===== src/rtl/pipeline_sequencer.sv =====
// pipeline_sequencer: sends each vector of a batch through a chain of stages
// (MVProd, Bias, ReLU). It grants one stage at a time and inserts a one-cycle
// ready gap between stages. Each stage has a bounded time to answer, and a
// stage that misses it parks the block in a sticky error state.
module pipeline_sequencer #(
  parameter int NumStages     = 3,
  parameter int NumVectors    = 2,
  parameter int TimeoutCycles = 1024
) (
  input  logic                 clk_in,
  input  logic                 rst_in,
  input  logic                 start,
  input  logic                 abort,
  input  logic                 in_vec_avail,
  input  logic                 out_space,
  input  logic [NumStages-1:0] stage_vec_valid,
  output logic [NumStages-1:0] stage_data_ready,
  output logic                 busy,
  output logic                 done,
  output logic                 err_timeout,
  output logic [2:0]           err_stage,
  output logic [7:0]           vec_count
);

  typedef enum logic [2:0] {
    ST_IDLE     = 3'd0,
    ST_WAIT_IN  = 3'd1,
    ST_RUN      = 3'd2,
    ST_GAP      = 3'd3,
    ST_WAIT_OUT = 3'd4,
    ST_DONE     = 3'd5,
    ST_ERR      = 3'd6
  } state_e;

  localparam logic [2:0]  KLast   = 3'(NumStages - 1);
  localparam logic [15:0] TmoLast = 16'(TimeoutCycles - 1);
  localparam logic [7:0]  VecLast = 8'(NumVectors);

  state_e               r_state;
  state_e               w_state_nxt;
  logic [2:0]           r_k;
  logic [2:0]           w_k_nxt;
  logic [15:0]          r_tmo;
  logic [7:0]           r_vec_count;
  logic [7:0]           w_vec_inc;
  logic [NumStages-1:0] w_k_onehot;
  logic                 w_valid_sel;
  logic [NumStages-1:0] w_ready_nxt;
  logic                 w_busy_nxt;
  logic                 w_done_nxt;
  logic                 w_err_nxt;
  logic [2:0]           w_err_stage_nxt;

  // Only the active stage's valid bit is observed.
  assign w_k_onehot  = NumStages'(1'b1) << r_k;
  assign w_valid_sel = |(stage_vec_valid & w_k_onehot);
  // The completed-vector count saturates and never wraps.
  assign w_vec_inc   = (r_vec_count == 8'hFF) ? 8'hFF : r_vec_count + 8'd1;
  assign vec_count   = r_vec_count;

  // State register together with the active stage index.
  always_ff @(posedge clk_in or negedge rst_in) begin
    if (!rst_in) begin
      r_state <= ST_IDLE;
      r_k     <= 3'd0;
    end else begin
      r_state <= w_state_nxt;
      r_k     <= w_k_nxt;
    end
  end

  // Next-state and next-stage-index selection; abort overrides everything.
  always_comb begin
    w_state_nxt = r_state;
    w_k_nxt     = r_k;
    if (abort) begin
      w_state_nxt = ST_IDLE;
      w_k_nxt     = 3'd0;
    end else begin
      case (r_state)
        ST_IDLE: begin
          if (start) begin
            w_state_nxt = ST_WAIT_IN;
            w_k_nxt     = 3'd0;
          end else begin
            w_state_nxt = ST_IDLE;
          end
        end
        ST_WAIT_IN: begin
          if (in_vec_avail) begin
            w_state_nxt = ST_RUN;
            w_k_nxt     = 3'd0;
          end else begin
            w_state_nxt = ST_WAIT_IN;
          end
        end
        ST_RUN: begin
          // A valid bit in the final allowed cycle still counts as success.
          if (w_valid_sel) begin
            w_state_nxt = ST_GAP;
          end else if (r_tmo == TmoLast) begin
            w_state_nxt = ST_ERR;
          end else begin
            w_state_nxt = ST_RUN;
          end
        end
        ST_GAP: begin
          if (r_k != KLast) begin
            w_state_nxt = ST_RUN;
            w_k_nxt     = r_k + 3'd1;
          end else begin
            w_state_nxt = ST_WAIT_OUT;
          end
        end
        ST_WAIT_OUT: begin
          if (!out_space) begin
            w_state_nxt = ST_WAIT_OUT;
          end else if (w_vec_inc == VecLast) begin
            w_state_nxt = ST_DONE;
          end else begin
            w_state_nxt = ST_WAIT_IN;
          end
        end
        ST_DONE: w_state_nxt = ST_IDLE;
        ST_ERR:  w_state_nxt = ST_ERR;
        default: begin
          w_state_nxt = ST_IDLE;
          w_k_nxt     = 3'd0;
        end
      endcase
    end
  end

  // Per-stage timeout counter and the batch vector counter.
  always_ff @(posedge clk_in or negedge rst_in) begin
    if (!rst_in) begin
      r_tmo       <= 16'd0;
      r_vec_count <= 8'd0;
    end else begin
      if (r_state == ST_RUN && !abort) begin
        r_tmo <= r_tmo + 16'd1;
      end else begin
        r_tmo <= 16'd0;
      end
      if (abort) begin
        r_vec_count <= r_vec_count;
      end else if (r_state == ST_IDLE && start) begin
        r_vec_count <= 8'd0;
      end else if (r_state == ST_WAIT_OUT && out_space) begin
        r_vec_count <= w_vec_inc;
      end else begin
        r_vec_count <= r_vec_count;
      end
    end
  end

  // Output decode from the upcoming state so registered outputs align with it.
  always_comb begin
    w_ready_nxt     = {NumStages{1'b0}};
    w_busy_nxt      = 1'b0;
    w_done_nxt      = 1'b0;
    w_err_nxt       = 1'b0;
    w_err_stage_nxt = err_stage;
    case (w_state_nxt)
      ST_WAIT_IN, ST_GAP, ST_WAIT_OUT: w_busy_nxt = 1'b1;
      ST_RUN: begin
        w_busy_nxt  = 1'b1;
        w_ready_nxt = NumStages'(1'b1) << w_k_nxt;
      end
      ST_DONE: w_done_nxt = 1'b1;
      ST_ERR:  w_err_nxt  = 1'b1;
      default: w_busy_nxt = 1'b0;
    endcase
    if (r_state == ST_RUN && w_state_nxt == ST_ERR) begin
      w_err_stage_nxt = r_k;
    end else begin
      w_err_stage_nxt = err_stage;
    end
  end

  // Output registers.
  always_ff @(posedge clk_in or negedge rst_in) begin
    if (!rst_in) begin
      stage_data_ready <= {NumStages{1'b0}};
      busy             <= 1'b0;
      done             <= 1'b0;
      err_timeout      <= 1'b0;
      err_stage        <= 3'd0;
    end else begin
      stage_data_ready <= w_ready_nxt;
      busy             <= w_busy_nxt;
      done             <= w_done_nxt;
      err_timeout      <= w_err_nxt;
      err_stage        <= w_err_stage_nxt;
    end
  end

endmodule

===== config.mk =====
export PLATFORM = sky130hd
export DESIGN_NAME = pipeline_sequencer
export DESIGN_NICKNAME = d
export VERILOG_FILES = /design/src/rtl/pipeline_sequencer.sv
export SDC_FILE = /design/constraint.sdc
export NUM_CORES = 1
export LEC_CHECK = 0
export CAP_MARGIN = 20
export CORE_ASPECT_RATIO = 2
export CORE_MARGIN = 2
export CORE_UTILIZATION = 52
export CTS_BUF_LIST = sky130_fd_sc_hd__clkbuf_4 sky130_fd_sc_hd__clkbuf_8
export DETAILED_ROUTE_END_ITERATION = 8
export PLACE_DENSITY_LB_ADDON = 0.05
export SLEW_MARGIN = 30
export SYNTH_ARGS = -nofsm -noshare
export SYNTH_HDL_FRONTEND = slang
export SYNTH_SLANG_ARGS = --single-unit
export TNS_END_PERCENT = 20

===== constraint.sdc =====
create_clock -name clk_in -period 2.9 [get_ports clk_in]
set_input_delay 0.58 -clock clk_in [delete_from_list [all_inputs] [get_ports clk_in]]
set_output_delay 0.58 -clock clk_in [all_outputs]
set_load 0.05 [all_outputs]

### Word level (Yosys, flattened, before mapping)

Index checks and enable logic that the tools add are counted.

* add/subtract/negate cells: 3
* equality and inequality tests: 16
* shift operators: 2
* muxes and demuxes: 22
* bitwise gates (word level): 2
* reduce and logical (&&, ||, !) cells: 11

Operators by type and width (count)
* $mux W3: 11
* $mux W8: 3
* $eq A3 B3 Y1 const B: 6
* $pmux W3 S6: 1
* $add A16 B1 Y16 const B: 1
* $eq A16 B10 Y1 const B: 1
* $mux W16: 1
* $eq A3 B2 Y1 const B: 4
* $pmux W3 S4: 1
* $add A8 B1 Y8 const B: 1
* $eq A8 B2 Y1 const B: 1
* $eq A8 B8 Y1 const B: 1
* $reduce_or A4 Y1: 2
* $eq A3 B1 Y1 const B: 2
* $shl A1 B3 Y3 const A: 2
* $logic_and A1 B1 Y1: 4
* $mux W1: 4
* $add A3 B1 Y3 const B: 1
* $and A3 B3 Y3: 1
* $logic_not A3 Y1: 1
* $ne A3 B2 Y1 const B: 1
* $reduce_or A3 Y1: 1
* $mux W2: 1
* $reduce_and A2 Y1: 1
* 3 further kinds: 3

* register bits after elaboration: 39
* bits of input ports: 9
* output and inout bits: 17
* logic and storage cells: 65

### Depth between registers and ports, before layout

* word-level depth: 10
* gate-level depth with buffers: 8
* depth with buffers taken out: 8

### Worst setup path after synthesis

Ideal clock, no wire load.

* path type: reg-to-reg
* start: reg r_vec_count[0], in the netlist vec_count[0]
* end: reg stage_data_ready[1]
* setup time: 0.080 ns
* arrival: 2.440 ns
* data required time: 2.820 ns
* setup slack: 0.379 ns
* cell stages (with the launch flop): 8
* buffers on the path: 0
* period minus slack after synthesis: 2.521 ns
* cell sequence: dfrtp_1 ha_1 and3_4 nand3_2 mux2i_1 a31oi_1 or3b_4 nor3b_2

* longest elaborated chain between the ends: 9
* elaborated cells between the ends (all ways): 10
* classes of those cells: add/sub (1); eq/ne (3); mux (6)

Ends and longest elaborated chain
* start: declaration: RTL line 44 `logic [7:0] r_vec_count;`
* start signal: assignment: RTL line 146 `r_vec_count <= r_vec_count;`
* start signal: assignment: RTL line 150 `r_vec_count <= w_vec_inc;`
* start signal: assignment: RTL line 152 `r_vec_count <= r_vec_count;`
* $add A8 B1 Y8 or $eq A8 B8 Y1 (tied branches): RTL line 58 `assign w_vec_inc = (r_vec_count == 8'hFF) ? 8'hFF : r_vec_count + 8'd1;`
* $mux W8 (*): RTL line 58
* $eq A8 B2 Y1 (*): RTL line 118 `end else if (w_vec_inc == VecLast) begin`
* $mux W3 (*): RTL line 118
* $mux W3 (*): RTL line 116 `if (!out_space) begin`
* $pmux W3 S6 (*): RTL line 80 `case (r_state)`
* $mux W3 (*): RTL line 76 `if (abort) begin`
* $eq A3 B2 Y1 (*): RTL line 164 `case (w_state_nxt)`
* $mux W3 (*): RTL line 164
* net w_ready_nxt[1]: RTL line 48 `logic [NumStages-1:0] w_ready_nxt;`
* end signal: assignment: RTL line 184 `stage_data_ready <= {NumStages{1'b0}};`
* end signal: assignment: RTL line 190 `stage_data_ready <= w_ready_nxt;`
* end: declaration: RTL line 17 `output logic [NumStages-1:0] stage_data_ready,`

Mark *: on every way through the listed nets, which the timed path passes. The rest lies on a longest branch.
A chain may end at the register's enable or synchronous reset.

### Worst setup path after layout

* start: reg r_k[0]
* end: reg err_stage[0]

* longest elaborated chain between the ends: 8
* elaborated cells between the ends (all ways): 10
* classes of those cells: eq/ne (2); shift (1); mux (4); bitwise (1); reduce/logical (2)

Ends and longest elaborated chain
* start: declaration: RTL line 41 `logic [2:0] r_k;`
* start signal: assignment: RTL line 68 `r_k <= w_k_nxt;`
* $shl A1 B3 Y3: RTL line 55 `assign w_k_onehot = NumStages'(1'b1) << r_k;`
* $and A3 B3 Y3: RTL line 56 `assign w_valid_sel = |(stage_vec_valid & w_k_onehot);`
* $reduce_or A3 Y1: RTL line 56
* $mux W3: RTL line 99 `if (w_valid_sel) begin`
* $pmux W3 S6: RTL line 80
* $mux W3: RTL line 76
* $eq A3 B3 Y1: RTL line 174 `if (r_state == ST_RUN && w_state_nxt == ST_ERR) begin`
* $logic_and A1 B1 Y1: RTL line 174
* end signal: assignment: RTL line 194 `err_stage <= w_err_stage_nxt;`
* end: declaration: RTL line 21 `output logic [2:0] err_stage,`

Several ways; a longest one is shown, not always the timed one.

==> metrics list <==
- Run status: finished clean
- Clk_lat worst skew: a little under 0.3 ns
* P&R area growth vs syn: 17.5%
- Levels on crit path: 8
- In the synthesized netlist the async set-or-reset flop fraction comes to 1.00.
- Power per unit of standard cell area: between 400 and 500 mW/mm^2
* Critical path capture point type: register
- Headroom to the max-slew limit came out at 0.522.
- Routability-driven placement finished with a final weighted congestion of between 0.8 and 0.9.
- For this run, the slowest stage of the critical path takes 0.42 ns.
- For this design, the sink count on the clock tree is 39.
- Floorplan Core Area: 0.00405 mm^2
* Setup WS post-layout: between 0.3 and 0.4 ns
* Fill cells: ~360
- Across the run, the number of max-cap violations was 0.
- Sum of overflow across all layers after global routing: 0
- Of the synthesized area, sequential elements account for 0.449.
* Ant. Diodes: 0
- During I/O placement, the number of pins put on the boundary was 26.
- Post-placement cell area: ~0.0024 mm^2
* Effective utilization at floorplan: 0.537
* TritonCTS clock tree: done
- H-Tree Level Count: 2
- Of the cells placed in the final design, the portion with a size suffix greater than 1 is 0.106.
* Cell-by-cell listing of the critical path: inv_1 -> ha_1 -> a222oi_1 -> nor2_1 -> o31ai_1 -> a31oi_1 -> nor4_4 -> mux2_2
* Setup fix buffers added after clock tree synthesis: 0
- Post-synth EDFFs: 0
- Peak ir drop on the vdd network: 0.000407 V
- Antenna violations before repair: 0
- Synthesized netlist net count: about 240
- Resized cells post-CTS: 0
- During synthesis, Yosys emitted a total of 0 warnings.
- Number of buffer and inverter stages on the critical path: 1
- The number of cells on the worst reg-to-reg path is 8.
* Clock tree root driver cell: sky130_fd_sc_hd__clkbuf_8
* Max Transition Viols Final: 0
- Worst Path Arrival: ~2.8 ns
- For this design the static power due to leakage is about 1.1 nW.
- Critical Path Start Type: register
- At the worst endpoint, the required time is a little over 3 ns.
- Critical path type: register to register
- Die span in x: between 40 and 50 um
- Setup violations remaining at the end of the flow were counted as 0.
- Among all flip-flop cells after synthesis, the most frequent one is sky130_fd_sc_hd__dfrtp_1.
- Number of placement rows: 33
* Number of different library cells in the post-synthesis netlist: 54
* Setup WS pre-CTS: 0.0735 ns
- Post-synthesis cell type with the largest combined area: sky130_fd_sc_hd__dfrtp_1
- The routed layout has roughly 1,700 vias.
- Entering global routing, the biggest net connects 40 pins.
* Number of nets with antenna violations after detailed routing: 0
- Critical path fanouts, max: 5
- For the final routed database, the setup TNS stands at 0 ns.
* Timing-limited maximum frequency: 386 MHz
- The hold violation count in the final report came to 0.
* Die Footprint: 0.00475 mm^2
- The path class of the tightest hold or removal check is input pin to asynchronous set/reset pin.
- The first detailed-routing pass ran for 4 iterations.
- Summing every instance area after synthesis gives about 0.0022 mm^2.
- After routing the design area is between 0.002 and 0.003 mm^2.
- Clock skew on the completed layout was measured at ~0.0046 ns.
- After layout, the design draws a total of about 1.2 mW.
* Global-route wire length before repair: 8000 um
* Transition time of the tightest slew-check pin: 0.714 ns
* Total wire length: between 4000 and 5000 um
- For this run, the total global-route usage over all layers was measured as 0.220.
* IO buf count: 25
- Half-perimeter wire length after placement: 3530 um
* Post-synth top area share: 0.449
- Dividing the detail-routed wire length by the instance count gives about 16 um.
- Die extent in y: ~95 um
* Mapped Cells: 220
- Number of vias per cell after detailed routing: about 5.8
- For this design, the slowest cell found on the critical path is sky130_fd_sc_hd__dfrtp_1.
- Clock-pin slew was measured on the worst setup and hold paths at approximately 0.07 ns.
- Area contributors post-synth: sky130_fd_sc_hd__dfrtp_1 45%, sky130_fd_sc_hd__nor2_1 4.7%, sky130_fd_sc_hd__xor2_1 3.6%
- Setup repair after global routing left no endpoint under its margin.
- Period Utilization, post-route: 0.893
- Number of global-route vias before repair: about 1,700
- Grouping stages by cell kind, the critical path spends the most delay in compound AO/OA/AOI/OAI gates.
- Most numerous cell in the Yosys netlist: sky130_fd_sc_hd__dfrtp_1
- The commonest cells after synthesis are 39 x sky130_fd_sc_hd__dfrtp_1, 27 x sky130_fd_sc_hd__nor2_1, 15 x sky130_fd_sc_hd__o21ai_0.
- Number of flip-flops and latches in the synthesized netlist: 39
- Hold bufs inserted after CTS: 0
* Post-Syn Area per Cell: roughly 9.9 um^2
- The detailed router finished its first iteration with 38 violations.
- Maximum buffer depth of the clock tree: 2
- Number of buffers created by CTS: 5
* Final nets: 260
- The clock period could shrink to between 2 and 3 ns.
- Detailed-route DRC error count: 0
cell usage in the layout (no fill, tap or decap), types with 4 or more instances in the layout:
cell | Yosys | final
sky130_fd_sc_hd__a21oi_1 | 9 | 9
sky130_fd_sc_hd__and3_1 | 4 | 4
sky130_fd_sc_hd__clkbuf_8 | 0 | 6
sky130_fd_sc_hd__clkdlybuf4s50_1 | 0 | 24
sky130_fd_sc_hd__dfrtp_1 | 39 | 39
sky130_fd_sc_hd__ha_1 | 6 | 6
sky130_fd_sc_hd__inv_1 | 9 | 9
sky130_fd_sc_hd__nand2_1 | 13 | 13
sky130_fd_sc_hd__nand3_1 | 11 | 11
sky130_fd_sc_hd__nor2_1 | 27 | 27
sky130_fd_sc_hd__o21ai_0 | 15 | 15
sky130_fd_sc_hd__xnor2_1 | 6 | 6
sky130_fd_sc_hd__xor2_1 | 9 | 9
per-layer routing:
metal  global-route usage  vias up  routed length, um
li1                     -      825                  -
met1                0.235      859               1740
met2                0.408       34               2730
met3               0.0361        7                139
met4                0.111        0                102
met5                    0        -                  0
where the power goes:
part,internal (mW),switching [mW]
combinational,0.0566,0.0848
clock,0.278,0.185
sequential,0.554,0.0229
total,0.889,0.293
registers in the layout, indices dropped and copies added, names as in the netlist:
register          count
done                  1
busy                  1
err_timeout           1
err_stage             3
vec_count             8
r_k                   3
r_tmo                16
stage_data_ready      3
r_state               3
through the flow:
stage,hold WS [ns],utilization,instances
3_5_place_dp,0.465,0.602,290
6_report,0.243,0.631,298
3_3_place_gp,0.447,0.602,290
5_1_grt,0.286,0.631,298
2_1_floorplan,0.284,-,220
4_1_cts,0.422,0.631,298
cells by family after synthesis:
logic type | Yosys count | synth area share
compound gates | 45 | 0.136
xor+xnor | 15 | 0.0604
fa+ha+maj | 6 | 0.0345
buf+inv | 18 | 0.0454
flops | 39 | 0.449
mux | 5 | 0.0305
simple gates | 92 | 0.245
cell type report:
cell class / instances / area, um^2 / area share
repair buffers: 27 / 263 / 0.103
clock inverters: 2 / 35.0 / 0.0137
multi-input cells: 163 / 1100 / 0.430
inverters: 9 / 33.8 / 0.0132
clock buffers: 6 / 82.6 / 0.0323
well taps: 52 / 65.1 / 0.0255
flip-flops and latches: 39 / 976 / 0.382
worst paths after layout:
kind | to | startpoint | slack (ns)
min in group clk_in | r_tmo[0]$_DFF_PN0_ | r_tmo[0]$_DFF_PN0_ | 0.47
hold / removal | stage_data_ready[1]$_DFF_PN0_ | rst_in | 0.24
max in group asynchronous | done$_DFF_PN0_ | rst_in | 2.31
hold reg to reg | r_tmo[0]$_DFF_PN0_ | r_tmo[0]$_DFF_PN0_ | 0.47
setup / recovery | err_stage[0]$_DFFE_PN0P_ | r_k[0]$_DFF_PN0_ | 0.31
setup reg to reg | err_stage[0]$_DFFE_PN0P_ | r_k[0]$_DFF_PN0_ | 0.31
worst reg2reg max path: stages (launching register included):
cell                       delay (ns)
sky130_fd_sc_hd__dfrtp_1         0.42
sky130_fd_sc_hd__inv_1           0.11
sky130_fd_sc_hd__ha_1            0.27
sky130_fd_sc_hd__a222oi_1        0.32
sky130_fd_sc_hd__nor2_1          0.12
sky130_fd_sc_hd__o31ai_1         0.30
sky130_fd_sc_hd__a31oi_1         0.20
sky130_fd_sc_hd__nor4_4          0.36
sky130_fd_sc_hd__mux2_2          0.38
(Power assumes the default switching activity.)
